File: src/rtl/frame_input_pkg.sv
// Shared encodings and sizing helper for the frame input sequencer.
package frame_input_pkg;

    typedef enum logic [1:0] {
        D_IDLE = 2'd0,
        D_UP   = 2'd1,
        D_DOWN = 2'd2
    } dir_state_t;

    typedef enum logic [1:0] {
        S_READY = 2'd0,
        S_FIRE  = 2'd1,
        S_COOL  = 2'd2
    } shoot_state_t;

    function automatic int WIDTH_FOR(input int n);
        return $clog2(n + 1);
    endfunction

endpackage

File: src/rtl/frame_input_sequencer_btn_debounce.sv
// One button: 2-FF synchroniser followed by a stable-count debouncer.
module btn_debounce
    import frame_input_pkg::*;
#(
    parameter int DEBOUNCE_CYCLES = 250000
) (
    input  logic clk,
    input  logic rst_n,
    input  logic btn_raw,
    output logic btn_db
);

    localparam int CW = WIDTH_FOR(DEBOUNCE_CYCLES);
    localparam logic [CW-1:0] CNT_LAST = CW'(DEBOUNCE_CYCLES - 1);

    logic          sync1_q, sync2_q;
    logic          stable_q, stable_d;
    logic [CW-1:0] cnt_q, cnt_d;

    // Any sample matching the stable level restarts the count from zero.
    always_comb begin
        stable_d = stable_q;
        cnt_d    = '0;
        if (sync2_q != stable_q) begin
            if (cnt_q == CNT_LAST) begin
                stable_d = sync2_q;
            end else begin
                cnt_d = cnt_q + 1'b1;
            end
        end
    end

    always_ff @(posedge clk or negedge rst_n) begin
        if (!rst_n) begin
            sync1_q  <= 1'b0;
            sync2_q  <= 1'b0;
            stable_q <= 1'b0;
            cnt_q    <= '0;
        end else begin
            sync1_q  <= btn_raw;
            sync2_q  <= sync1_q;
            stable_q <= stable_d;
            cnt_q    <= cnt_d;
        end
    end

    assign btn_db = stable_q;

endmodule

File: src/rtl/frame_input_sequencer.sv
// Conditions up/down/shoot buttons and schedules them into the game core
// inputs on vsync-derived frame boundaries.
module frame_input_sequencer
    import frame_input_pkg::*;
#(
    parameter int DEBOUNCE_CYCLES  = 250000,
    parameter int COOLDOWN_FRAMES  = 8,
    parameter bit VSYNC_ACTIVE_LOW = 1'b1
) (
    input  logic clk,
    input  logic rst_n,
    input  logic btn_up_raw,
    input  logic btn_down_raw,
    input  logic btn_shoot_raw,
    input  logic vsync_in,
    output logic move_up,
    output logic move_down,
    output logic shoot,
    output logic frame_tick
);

    localparam int CCW = (WIDTH_FOR(COOLDOWN_FRAMES) > 0) ? WIDTH_FOR(COOLDOWN_FRAMES) : 1;
    localparam logic [CCW-1:0] COOL_LOAD = CCW'(COOLDOWN_FRAMES);
    localparam logic [CCW-1:0] COOL_LAST = CCW'(1);

    logic up_db, down_db, shoot_db;

    btn_debounce #(.DEBOUNCE_CYCLES(DEBOUNCE_CYCLES)) u_db_up (
        .clk(clk), .rst_n(rst_n), .btn_raw(btn_up_raw), .btn_db(up_db)
    );
    btn_debounce #(.DEBOUNCE_CYCLES(DEBOUNCE_CYCLES)) u_db_down (
        .clk(clk), .rst_n(rst_n), .btn_raw(btn_down_raw), .btn_db(down_db)
    );
    btn_debounce #(.DEBOUNCE_CYCLES(DEBOUNCE_CYCLES)) u_db_shoot (
        .clk(clk), .rst_n(rst_n), .btn_raw(btn_shoot_raw), .btn_db(shoot_db)
    );

    logic           vs1_q, vs2_q, vs3_q;
    logic           frame_tick_q, frame_tick_d;
    logic [2:0]     db_prev_q;
    dir_state_t     dir_q, dir_d;
    shoot_state_t   sh_q, sh_d;
    logic           pending_q, pending_d;
    logic [CCW-1:0] cool_q, cool_d;
    logic           move_up_q, move_up_d;
    logic           move_down_q, move_down_d;
    logic           shoot_q, shoot_d;
    logic           up_rise, down_rise, shoot_rise;

    always_comb begin
        up_rise    = up_db & ~db_prev_q[0];
        down_rise  = down_db & ~db_prev_q[1];
        shoot_rise = shoot_db & ~db_prev_q[2];

        frame_tick_d = VSYNC_ACTIVE_LOW ? (vs3_q & ~vs2_q) : (~vs3_q & vs2_q);

        // Last-pressed-wins; a simultaneous press favours up.
        dir_d = dir_q;
        if (up_rise) begin
            dir_d = D_UP;
        end else if (down_rise) begin
            dir_d = D_DOWN;
        end else if (dir_q == D_UP && !up_db) begin
            dir_d = down_db ? D_DOWN : D_IDLE;
        end else if (dir_q == D_DOWN && !down_db) begin
            dir_d = up_db ? D_UP : D_IDLE;
        end

        move_up_d   = move_up_q;
        move_down_d = move_down_q;
        if (frame_tick_q) begin
            move_up_d   = (dir_q == D_UP);
            move_down_d = (dir_q == D_DOWN);
        end

        sh_d      = sh_q;
        pending_d = pending_q;
        cool_d    = cool_q;
        shoot_d   = shoot_q;
        case (sh_q)
            S_READY: begin
                // A press landing on the tick cycle waits for the next tick.
                if (frame_tick_q && pending_q) begin
                    shoot_d   = 1'b1;
                    pending_d = 1'b0;
                    sh_d      = S_FIRE;
                end else if (shoot_rise) begin
                    pending_d = 1'b1;
                end
            end
            S_FIRE: begin
                if (frame_tick_q) begin
                    shoot_d = 1'b0;
                    cool_d  = COOL_LOAD;
                    sh_d    = (COOLDOWN_FRAMES == 0) ? S_READY : S_COOL;
                end
            end
            S_COOL: begin
                if (frame_tick_q) begin
                    cool_d = cool_q - 1'b1;
                    if (cool_q == COOL_LAST) begin
                        sh_d = S_READY;
                    end
                end
            end
            default: sh_d = S_READY;
        endcase
    end

    always_ff @(posedge clk or negedge rst_n) begin
        if (!rst_n) begin
            vs1_q        <= 1'b0;
            vs2_q        <= 1'b0;
            vs3_q        <= 1'b0;
            frame_tick_q <= 1'b0;
            db_prev_q    <= 3'b000;
            dir_q        <= D_IDLE;
            sh_q         <= S_READY;
            pending_q    <= 1'b0;
            cool_q       <= '0;
            move_up_q    <= 1'b0;
            move_down_q  <= 1'b0;
            shoot_q      <= 1'b0;
        end else begin
            vs1_q        <= vsync_in;
            vs2_q        <= vs1_q;
            vs3_q        <= vs2_q;
            frame_tick_q <= frame_tick_d;
            db_prev_q    <= {shoot_db, down_db, up_db};
            dir_q        <= dir_d;
            sh_q         <= sh_d;
            pending_q    <= pending_d;
            cool_q       <= cool_d;
            move_up_q    <= move_up_d;
            move_down_q  <= move_down_d;
            shoot_q      <= shoot_d;
        end
    end

    assign move_up    = move_up_q;
    assign move_down  = move_down_q;
    assign shoot      = shoot_q;
    assign frame_tick = frame_tick_q;

endmodule

File: config.mk
export PLATFORM = sky130hd
export DESIGN_NAME = frame_input_sequencer
export DESIGN_NICKNAME = d
export VERILOG_FILES = /design/src/rtl/frame_input_pkg.sv /design/src/rtl/frame_input_sequencer_btn_debounce.sv /design/src/rtl/frame_input_sequencer.sv
export SDC_FILE = /design/constraint.sdc
export NUM_CORES = 1
export LEC_CHECK = 0
export ABC_AREA = 1
export BUFFER_PORTS_ARGS = -buffer_cell sky130_fd_sc_hd__buf_4
export CAP_MARGIN = 10
export CORE_MARGIN = 3
export CORE_UTILIZATION = 40
export CTS_CLUSTER_SIZE = 20
export DETAILED_ROUTE_END_ITERATION = 10
export PLACE_DENSITY_LB_ADDON = 0.08
export SYNTH_ARGS = -nofsm -noshare
export SYNTH_HDL_FRONTEND = slang
export SYNTH_HIERARCHICAL = 1
export SYNTH_SLANG_ARGS = --single-unit
File: constraint.sdc
create_clock -name clk -period 1.3 [get_ports clk]
set_clock_uncertainty 0.05 [all_clocks]
set_input_delay 0.13 -clock clk [delete_from_list [all_inputs] [get_ports clk]]
set_output_delay 0.13 -clock clk [all_outputs]
set_load 0.02 [all_outputs]
# Word level (Yosys, flattened, before mapping)
# Index checks and enable logic that the tools add are counted.
# word_totals
regBits,82
latchBits,0
ramBits,0
romBits,0
input_bits,6
output_inout_bits,4
mem_count,0
# op_classes
n_addsub,4
multipliers,0
div,0
order_cmp,0
eq_ne,15
shift,0
n_mux,25
bitwise,8
reduce_logical,17
# ops
cell,count
2-to-1 mux 18 bit,6
"adder 18 x 1 -> 18 bit, second input constant",3
"== test 18 bit, second input constant",3
2-to-1 mux 2 bit,9
2-to-1 mux 4 bit,2
"!= test 2 bit, second input constant",4
case mux 4 bit (2 select lines),1
AND reduction 2 bit,4
case mux 2 bit (3 select lines),1
AND reduction 3 bit,2
nonzero test 2 bit,3
2-to-1 mux 1 bit,5
AND 1 bit,4
"== test 2 x 1 -> 1 bit, second input constant",2
"== test 2 bit, second input constant",2
"== test 4 x 1 -> 1 bit, second input constant",1
NOT 1 bit,4
AND reduction 4 bit,1
nonzero test 4 bit,1
"subtractor 4 x 1 -> 4 bit, second input constant",1
logical AND 1 bit,3
!= test 1 bit,3
zero test 1 bit,2
zero test 2 bit,1
case mux 1 bit (2 select lines),1

# Depth between registers and ports, before layout
# Gate-level depths: netlist of the first run.
# logic_depth
word_depth,6
mapped_depth,9
ltp_nobuf,9

# Cells and area by module
# Netlist of the first run, hierarchy kept.
# modules_own_cells
module,n_inst,cells_each,area_each_um2
btn_debounce,3,143,1136.1
frame_input_sequencer,1,85,792.0

# Least setup slack after synthesis of the first run
# OpenSTA, ideal clock, no wires.
# synth_path
path_kind,register to register
startpoint,"register u_db_up.stable_q, in the netlist u_db_up/btn_db"
endpoint,register u_db_up.cnt_q[10]
setup_time_ns,0.122
arrival_ns,1.115
required_ns,1.128
setup_slack_ns,0.014
path_stages_with_launch,5
n_path_buf,0
synth_period_minus_slack_ns,1.286
cell_sequence,dfrtp_1 > xnor2_1 > inv_1 > nand2_2 > nor2_1
# synth_via
elab_chain_cells,2
# synth_rtl
item,line_no,rtl
start: declaration,frame_input_sequencer_btn_debounce.sv:17,"logic stable_q, stable_d;"
start signal: assignment,frame_input_sequencer_btn_debounce.sv:42,stable_q <= stable_d;
!= test 1 bit,frame_input_sequencer_btn_debounce.sv:24,if (sync2_q != stable_q) begin
2-to-1 mux 18 bit,frame_input_sequencer_btn_debounce.sv:24,
named net u_db_up.cnt_d[10],frame_input_sequencer_btn_debounce.sv:18,"logic [CW-1:0] cnt_q, cnt_d;"
end signal: assignment,frame_input_sequencer_btn_debounce.sv:43,cnt_q <= cnt_d;
end: declaration,frame_input_sequencer_btn_debounce.sv:18,
# The timed path passes the listed nets, and every way through them passes these cells.
# A chain may end at the register's enable or synchronous reset.

# Worst setup path in the final report of the first run
# layout_path
startpoint,register u_db_down.cnt_q[4]
endpoint,register u_db_down.cnt_q[10]
# layout_via
elab_chain_cells,3
word_cells_on_any_way,4
classes_between,1 x add/sub; 1 x eq/ne; 2 x mux
# layout_rtl
item,line_no,rtl
start: declaration,frame_input_sequencer_btn_debounce.sv:18,
start signal: assignment,frame_input_sequencer_btn_debounce.sv:43,
adder 18 x 1 -> 18 bit / == test 18 bit (equally long branches),"frame_input_sequencer_btn_debounce.sv:28, frame_input_sequencer_btn_debounce.sv:25",
2-to-1 mux 18 bit (*),frame_input_sequencer_btn_debounce.sv:25,if (cnt_q == CNT_LAST) begin
2-to-1 mux 18 bit (*),frame_input_sequencer_btn_debounce.sv:24,
named net u_db_down.cnt_d[10],frame_input_sequencer_btn_debounce.sv:18,
# Mark *: on every way through the listed nets, which the timed path passes. The rest lies on a longest branch.

==> results of run 1 <==
[metrics by stage]
step	total power [mW]	worst slack (ns)	instance area (sq um)	setup TNS [ns]	util, %
2_1_floorplan	2.73	0.0137	4200	0	-
3_3_place_gp	2.88	-0.0791	4820	-1.46	48.2
3_5_place_dp	2.88	-0.126	4820	-2.98	48.2
4_1_cts	5.25	-0.0473	5300	-0.130	53.0
5_1_grt	5.43	-0.154	5840	-4.04	58.4
6_report	5.21	-0.0679	5840	-0.834	58.4
[cells by family after synthesis]
kind of cell / Yosys count / share of synthesized area, %
xor gates and xnor gates: 28 / 5.84
and+or+nand+nor: 294 / 32.8
AOI/OAI and AO/OA: 30 / 4.20
adders and majority gates: 5 / 1.49
buffers and inverters: 75 / 6.82
DFF: 82 / 48.9
[repair_timing]
item	in CTS	in global routing
hold endpoints to repair	86	0
buffers inserted	2	17
hold buffers	5	0
pin swaps	14	36
gates cloned	2	1
endpoints found under the setup margin	44	52
resized for setup	38	114
[layer usage]
metal / track usage, % / vias up
li1: - / 1788
met1: 21.7 / 1643
met2: 25.9 / 36
met3: 4.18 / 6
met4: 3.52 / 0
met5: 0 / -
[path summary, 6_finish.rpt]
| path | to | slack [ns] |
|---|---|---|
| worst max-delay path | u_db_down/cnt_q[10] | -0.07 |
| worst min-delay path | u_db_shoot/cnt_q[6] | 0.28 |
| worst max register to register | u_db_down/cnt_q[10] | -0.07 |
| worst min register to register | vs2_q | 0.29 |
| max in group asynchronous | u_db_down/cnt_q[8] | 0.53 |
| min in group clk | vs2_q | 0.29 |
[worst max-delay path: cells and delay by family (launching register included)]
kind          cells  cell delay [ns]
flops             1             0.46
simple gates      6             0.76
[final cells by class]
class | instances | area, sq um
fill | 915 | 4160
multi-input combinational | 360 | 2400
sequential | 82 | 2070
timing repair buffer | 85 | 682
inverter | 72 | 274
tap | 133 | 166
clock buffer | 11 | 151
clock inverter | 5 | 100
[registers in the layout, indices dropped and copies added (netlist names), 2 cells and up]
name	flops
sh_q	2
u_db_down/cnt_q	18
cool_q	4
u_db_shoot/cnt_q	18
u_db_up/cnt_q	18
db_prev_q	3
dir_q	2
[synthesized netlist by cell type]
cell,number
buf_2,3
nor2_2,13
nor3_1,4
nand2_1,98
o31ai_1,2
xnor2_1,7
inv_1,64
a21boi_1,1
nor2_1,100
nand3_2,4
dfrtp_1,82
o21ai_0,5
o21ai_1,4
a21oi_2,3
nand2_4,3
ha_1,5
nand4_1,10
xor2_1,21
clkinv_2,1
a21oi_1,12
nor3b_1,3
nand2_2,16
nand3_1,33
nand3b_1,1
nor2_4,9
a211oi_1,3
inv_2,7
[power groups by stage]
stage | Combinational, mW | Clock [mW] | Sequential, mW
after floorplan | 0.0701 | 0 | 2.66
after global placement | 0.213 | 0 | 2.66
after detailed placement | 0.215 | 0 | 2.67
after CTS | 0.248 | 2.37 | 2.62
after global routing | 0.324 | 2.47 | 2.64
final | 0.288 | 2.29 | 2.63
==> flow_summary_export.csv, run 1 <==
group,metric,value,unit
synth,ys_ff_latch,82,
timing,max_slew.worst_pin.slew,0.448,ns
routing,drt-total-wl,9.08,mm
synth,seq_area_frac_synth,48.9,%
power,swShare,21.4,%
status,violations,"setup timing",
routing,vias_per_cell,4.64,
finish,diodes,0,
synth,synth_area_leaders,"dfrtp_1 49%, nor2_1 8.9%, nand2_1 8.8%, inv_1 5.7%, xor2_1 4.4%",
placed_design,port_buffers,9,
grt,grt_pass1_wl,15.0,mm
routing,vias,3473,
power,seqPwrFrac,50.6,%
routing,route.met2.wl,4.36,mm
setup_path,path_cells,"nor2_1 > nand3_1 > nor2_4 > nand2_4 > nand2_8 > nor2_1",
placed_design,place_hpwl,5.83,mm
clock_network,cts-buffers-inserted,9,
clock_network,cts.reportedPaths.clkPinSlew,0.08,ns
setup_path,cpMostUsedCell,"nor2_1",
floorplan,die_area,11800,sq um
setup_path,cp_data_required_time,1.49,ns
synth,yosys.cell_types.count,27,
synth,netlist_area,4200,sq um
routing,met3_length,241,um
placed_design,routabilityCongestion,0.848,
floorplan,die_width,108,um
routing,highest_layer,"met4",
finish,syn_to_final_growth,39.1,%
timing,finalCritPeriodShare,105,%
clock_network,root_buffer,"clkbuf_8",
floorplan,ioPinCount,10,
floorplan,core_area,10000,sq um
grt,gr-usage-all-layers,16.0,%
routing,wl_met1,4.40,mm
timing,slew_headroom,70.1,%
routing,drt-pass1-iter-count,4,
timing,setup_ws,-0.0679,ns
floorplan,start_util,42.0,%
synth,synth_area_per_cell,8.17,sq um
setup_path,crit_slowest_cell,"dfrtp_2",
clock_network,cts_sinks,82,
clock_network,clk-insertion-delay-late,0.35,ns
setup_path,cp_max_fo,5,
hold_path,worstHoldPathType,"input port to asynchronous set/reset pin",
finish,final_nets,621,
power,p_int,4.09,mW
synth,yosys.area.top_type,"dfrtp_1",
grt,antenna_found_initial,0,
setup_path,reg2regPathDepth,6,
timing,setup_viol_count_final,26,
grt,grt_pass1_vias,3264,
synth,synth_nets,525,
floorplan,num_rows,36,
power,clockPowerShare,43.9,%
timing,fmax,731,MHz
floorplan,fp.dieH,108,um
setup_path,arrival,1.56,ns
routing,drtAntennaViolNets,0,
finish,drive_above_1_share,41.6,%
timing,rsz0062_at_grt,"yes",
setup_path,r2r-start,"u_db_down/cnt_q[4]",
routing,drt_iter0_drc,119,
power,p_per_area,891,nW/um^2
setup_path,crit_path_end_kind,"flop",
placed_design,dp.cells,705,
routing,wl_per_cell,12.1,um
synth,yosys_warnings,6,
synth,synthCells,514,
finish,final_common_cell,"nand2_1",
clock_network,cts_tree,"yes",
timing,final_max_slew_viol_count,0,
clock_network,h-tree-depth,3,
timing,fin_crit,1.37,ns
finish,mostFrequentLayoutCells,"82 x nand2_1, 74 x buf_4, 66 x dfrtp_1, 64 x nor2_1, 57 x inv_1",
setup_path,worstSetupStartpointType,"flop",
power,power_frac_comb,5.5,%
job,maxCapViolCount,0,
setup_path,critPathLaunch,"u_db_down/cnt_q[4]",
timing,finalHoldViolCount,0,
timing,timing.hold.ws,0.283,ns
grt,grt_max_degree,83,
power,ir_drop,0.568,mV
grt,grt-ovfl-total,0,
routing,drc,0,
synth,synth_top_area_share,48.9,%
setup_path,cp_slowest_stage_delay,0.46,ns
finish,instances_no_fill,748,
clock_network,cts_buffer_depth,2,
power,p_leak,2.61,nW
setup_path,crit_type,"flop to flop",
power,p_sw,1.12,mW
status,status,"finished with violations",
No activity file was read; power rests on OpenSTA's default activity.
==> run 2: changes to the inputs <==
--- a/config.mk
+++ b/config.mk
@@ -13,6 +13,7 @@
 export CTS_CLUSTER_SIZE = 20
 export DETAILED_ROUTE_END_ITERATION = 10
 export PLACE_DENSITY_LB_ADDON = 0.08
+export SKIP_LAST_GASP = 1
 export SYNTH_ARGS = -nofsm -noshare
 export SYNTH_HDL_FRONTEND = slang
 export SYNTH_HIERARCHICAL = 1
==> flow_summary_export.csv, run 2 (synthesis gave the netlist of run 1 again) <==
group,metric,value,unit
status,status,"finished with violations",
status,violations,"setup timing",
grt,antenna_found_initial,0,
finish,mostFrequentLayoutCells,"84 x nand2_1, 76 x buf_4, 70 x dfrtp_1, 64 x nor2_1, 56 x inv_1",
floorplan,core_area,10000,sq um
finish,syn_to_final_growth,39.2,%
placed_design,place_ws,-0.126,ns
power,p_leak,2.60,nW
power,ir_drop,0.569,mV
floorplan,num_rows,36,
routing,vias_per_cell,4.60,
setup_path,r2r_slack,-0.09,ns
finish,final_common_cell,"nand2_1",
timing,final_max_slew_viol_count,0,
timing,tns,-1.26,ns
timing,fin_crit,1.39,ns
setup_path,crit_type,"flop to flop",
power,power,5.20,mW
timing,max_slew.worst_pin.slew,0.455,ns
setup_path,worstSetupStartpointType,"flop",
floorplan,fp.dieH,108,um
clock_network,cts_tree,"yes",
finish,n_fill_cell,925,
setup_path,cp_data_required_time,1.49,ns
setup_path,arrival,1.58,ns
setup_path,cp_max_fo,5,
finish,drive_above_1_share,41.2,%
hold_path,worstHoldPathType,"input port to asynchronous set/reset pin",
clock_network,root_buffer,"clkbuf_8",
grt,grt_max_degree,83,
job,maxCapViolCount,0,
floorplan,ioPinCount,10,
placed_design,port_buffers,9,
setup_path,r2r_end,"u_db_down/cnt_q[8]",
clock_network,h-tree-depth,3,
clock_network,clk-insertion-delay-late,0.35,ns
routing,vias,3448,
clock_network,cts_buffer_depth,2,
timing,fmax,717,MHz
placed_design,place_hpwl,5.83,mm
timing,slew_headroom,69.6,%
grt,grt-ovfl-total,0,
routing,drc,0,
timing,finalHoldViolCount,0,
routing,wl_per_cell,12.1,um
floorplan,start_util,42.0,%
routing,drtAntennaViolNets,0,
timing,setup_viol_count_final,25,
clock_network,cts-buffers-inserted,9,
clock_network,cts.reportedPaths.clkPinSlew,0.08,ns
routing,drt_iter0_drc,142,
finish,final_nets,622,
clock_network,cts_sinks,82,
floorplan,die_area,11800,sq um
timing,setup_ws,-0.0940,ns
finish,biggestRegsByFlops,"u_db_down/cnt_q (18), u_db_shoot/cnt_q (18), u_db_up/cnt_q (18)",
placed_design,routabilityCongestion,0.848,
setup_path,reg2regPathDepth,7,
finish,diodes,0,
routing,drt-pass1-iter-count,4,
timing,rsz0062_at_grt,"yes",
placed_design,dp.cells,705,
grt,gr-usage-all-layers,16.0,%
floorplan,die_width,108,um
setup_path,crit_path_end_kind,"flop",
timing,finalCritPeriodShare,107,%
grt,grt_pass1_vias,3254,
routing,drt-total-wl,9.03,mm
setup_path,r2r-start,"u_db_down/cnt_q[1]",
power,p_per_area,890,nW/um^2
finish,instances_no_fill,749,
grt,grt_pass1_wl,14.9,mm
[run 2: cell type report]
class                   instances  area [sq um]  share of cell area [%]
clock inverters                 5           100                    1.71
repair buffers                 86           686                    11.7
well taps                     133           166                    2.85
flip-flops and latches         82          2070                    35.3
clock buffers                  11           151                    2.59
multi-input cells             360          2400                    41.1
inverters                      72           277                    4.73
[run 2: worst max path at each step]
stage | startpoint | end | cells after the start
5_1_grt | u_db_down/cnt_q[1] | u_db_down/cnt_q[8] | 7
3_3_place_gp | u_db_down/cnt_q[0] | u_db_down/cnt_q[9] | 6
2_1_floorplan | u_db_up/btn_db | u_db_up/cnt_q[10] | 4
3_5_place_dp | u_db_down/cnt_q[0] | u_db_down/cnt_q[9] | 6
6_report | u_db_down/cnt_q[1] | u_db_down/cnt_q[8] | 7
4_1_cts | u_db_shoot/cnt_q[0] | u_db_shoot/cnt_q[14] | 9
[run 2: worst max-delay path, cell delays in order (launching register included)]
cell and delay (ns):
dfrtp_1 0.45, ha_4 0.18, nand3_4 0.10, inv_4 0.09
nand2_8 0.08, buf_4 0.15, xor2_1 0.14, nor2_1 0.06
[run 2: metal layers]
| layer | GRT usage [%] | share of wire, % | up-vias |
|---|---|---|---|
| li1 | - | - | 1786 |
| met1 | 21.6 | 48 | 1620 |
| met2 | 25.9 | 49 | 36 |
| met3 | 4.18 | 2.8 | 6 |
| met4 | 3.52 | 0.84 | 0 |
| met5 | 0 | 0 | - |
[run 2: power breakdown]
| group | internal, mW | total, mW | switching [mW] |
|---|---|---|---|
| clock | 1.38 | 2.29 | 0.911 |
| sequential | 2.59 | 2.63 | 0.0445 |
| combinational | 0.128 | 0.288 | 0.160 |
[run 2: stage by stage]
stage               util, %  area, sq um  hold WS (ns)
detailed placement     48.2         4820         0.153
global route           58.5         5850         0.314
finish                 58.5         5850         0.280
CTS                    53.0         5300         0.304
global placement       48.2         4820         0.153
floorplan                 -         4200        -0.216
[run 2: timing repair]
action / in CTS / in global routing
resized for setup: 34 / 114
setup endpoints to repair: 44 / 52
hold buffers: 5 / 0
endpoints found under the hold margin: 86 / 0
setup buffers: 2 / 18
gates cloned: 2 / 1
pin swaps: 11 / 46
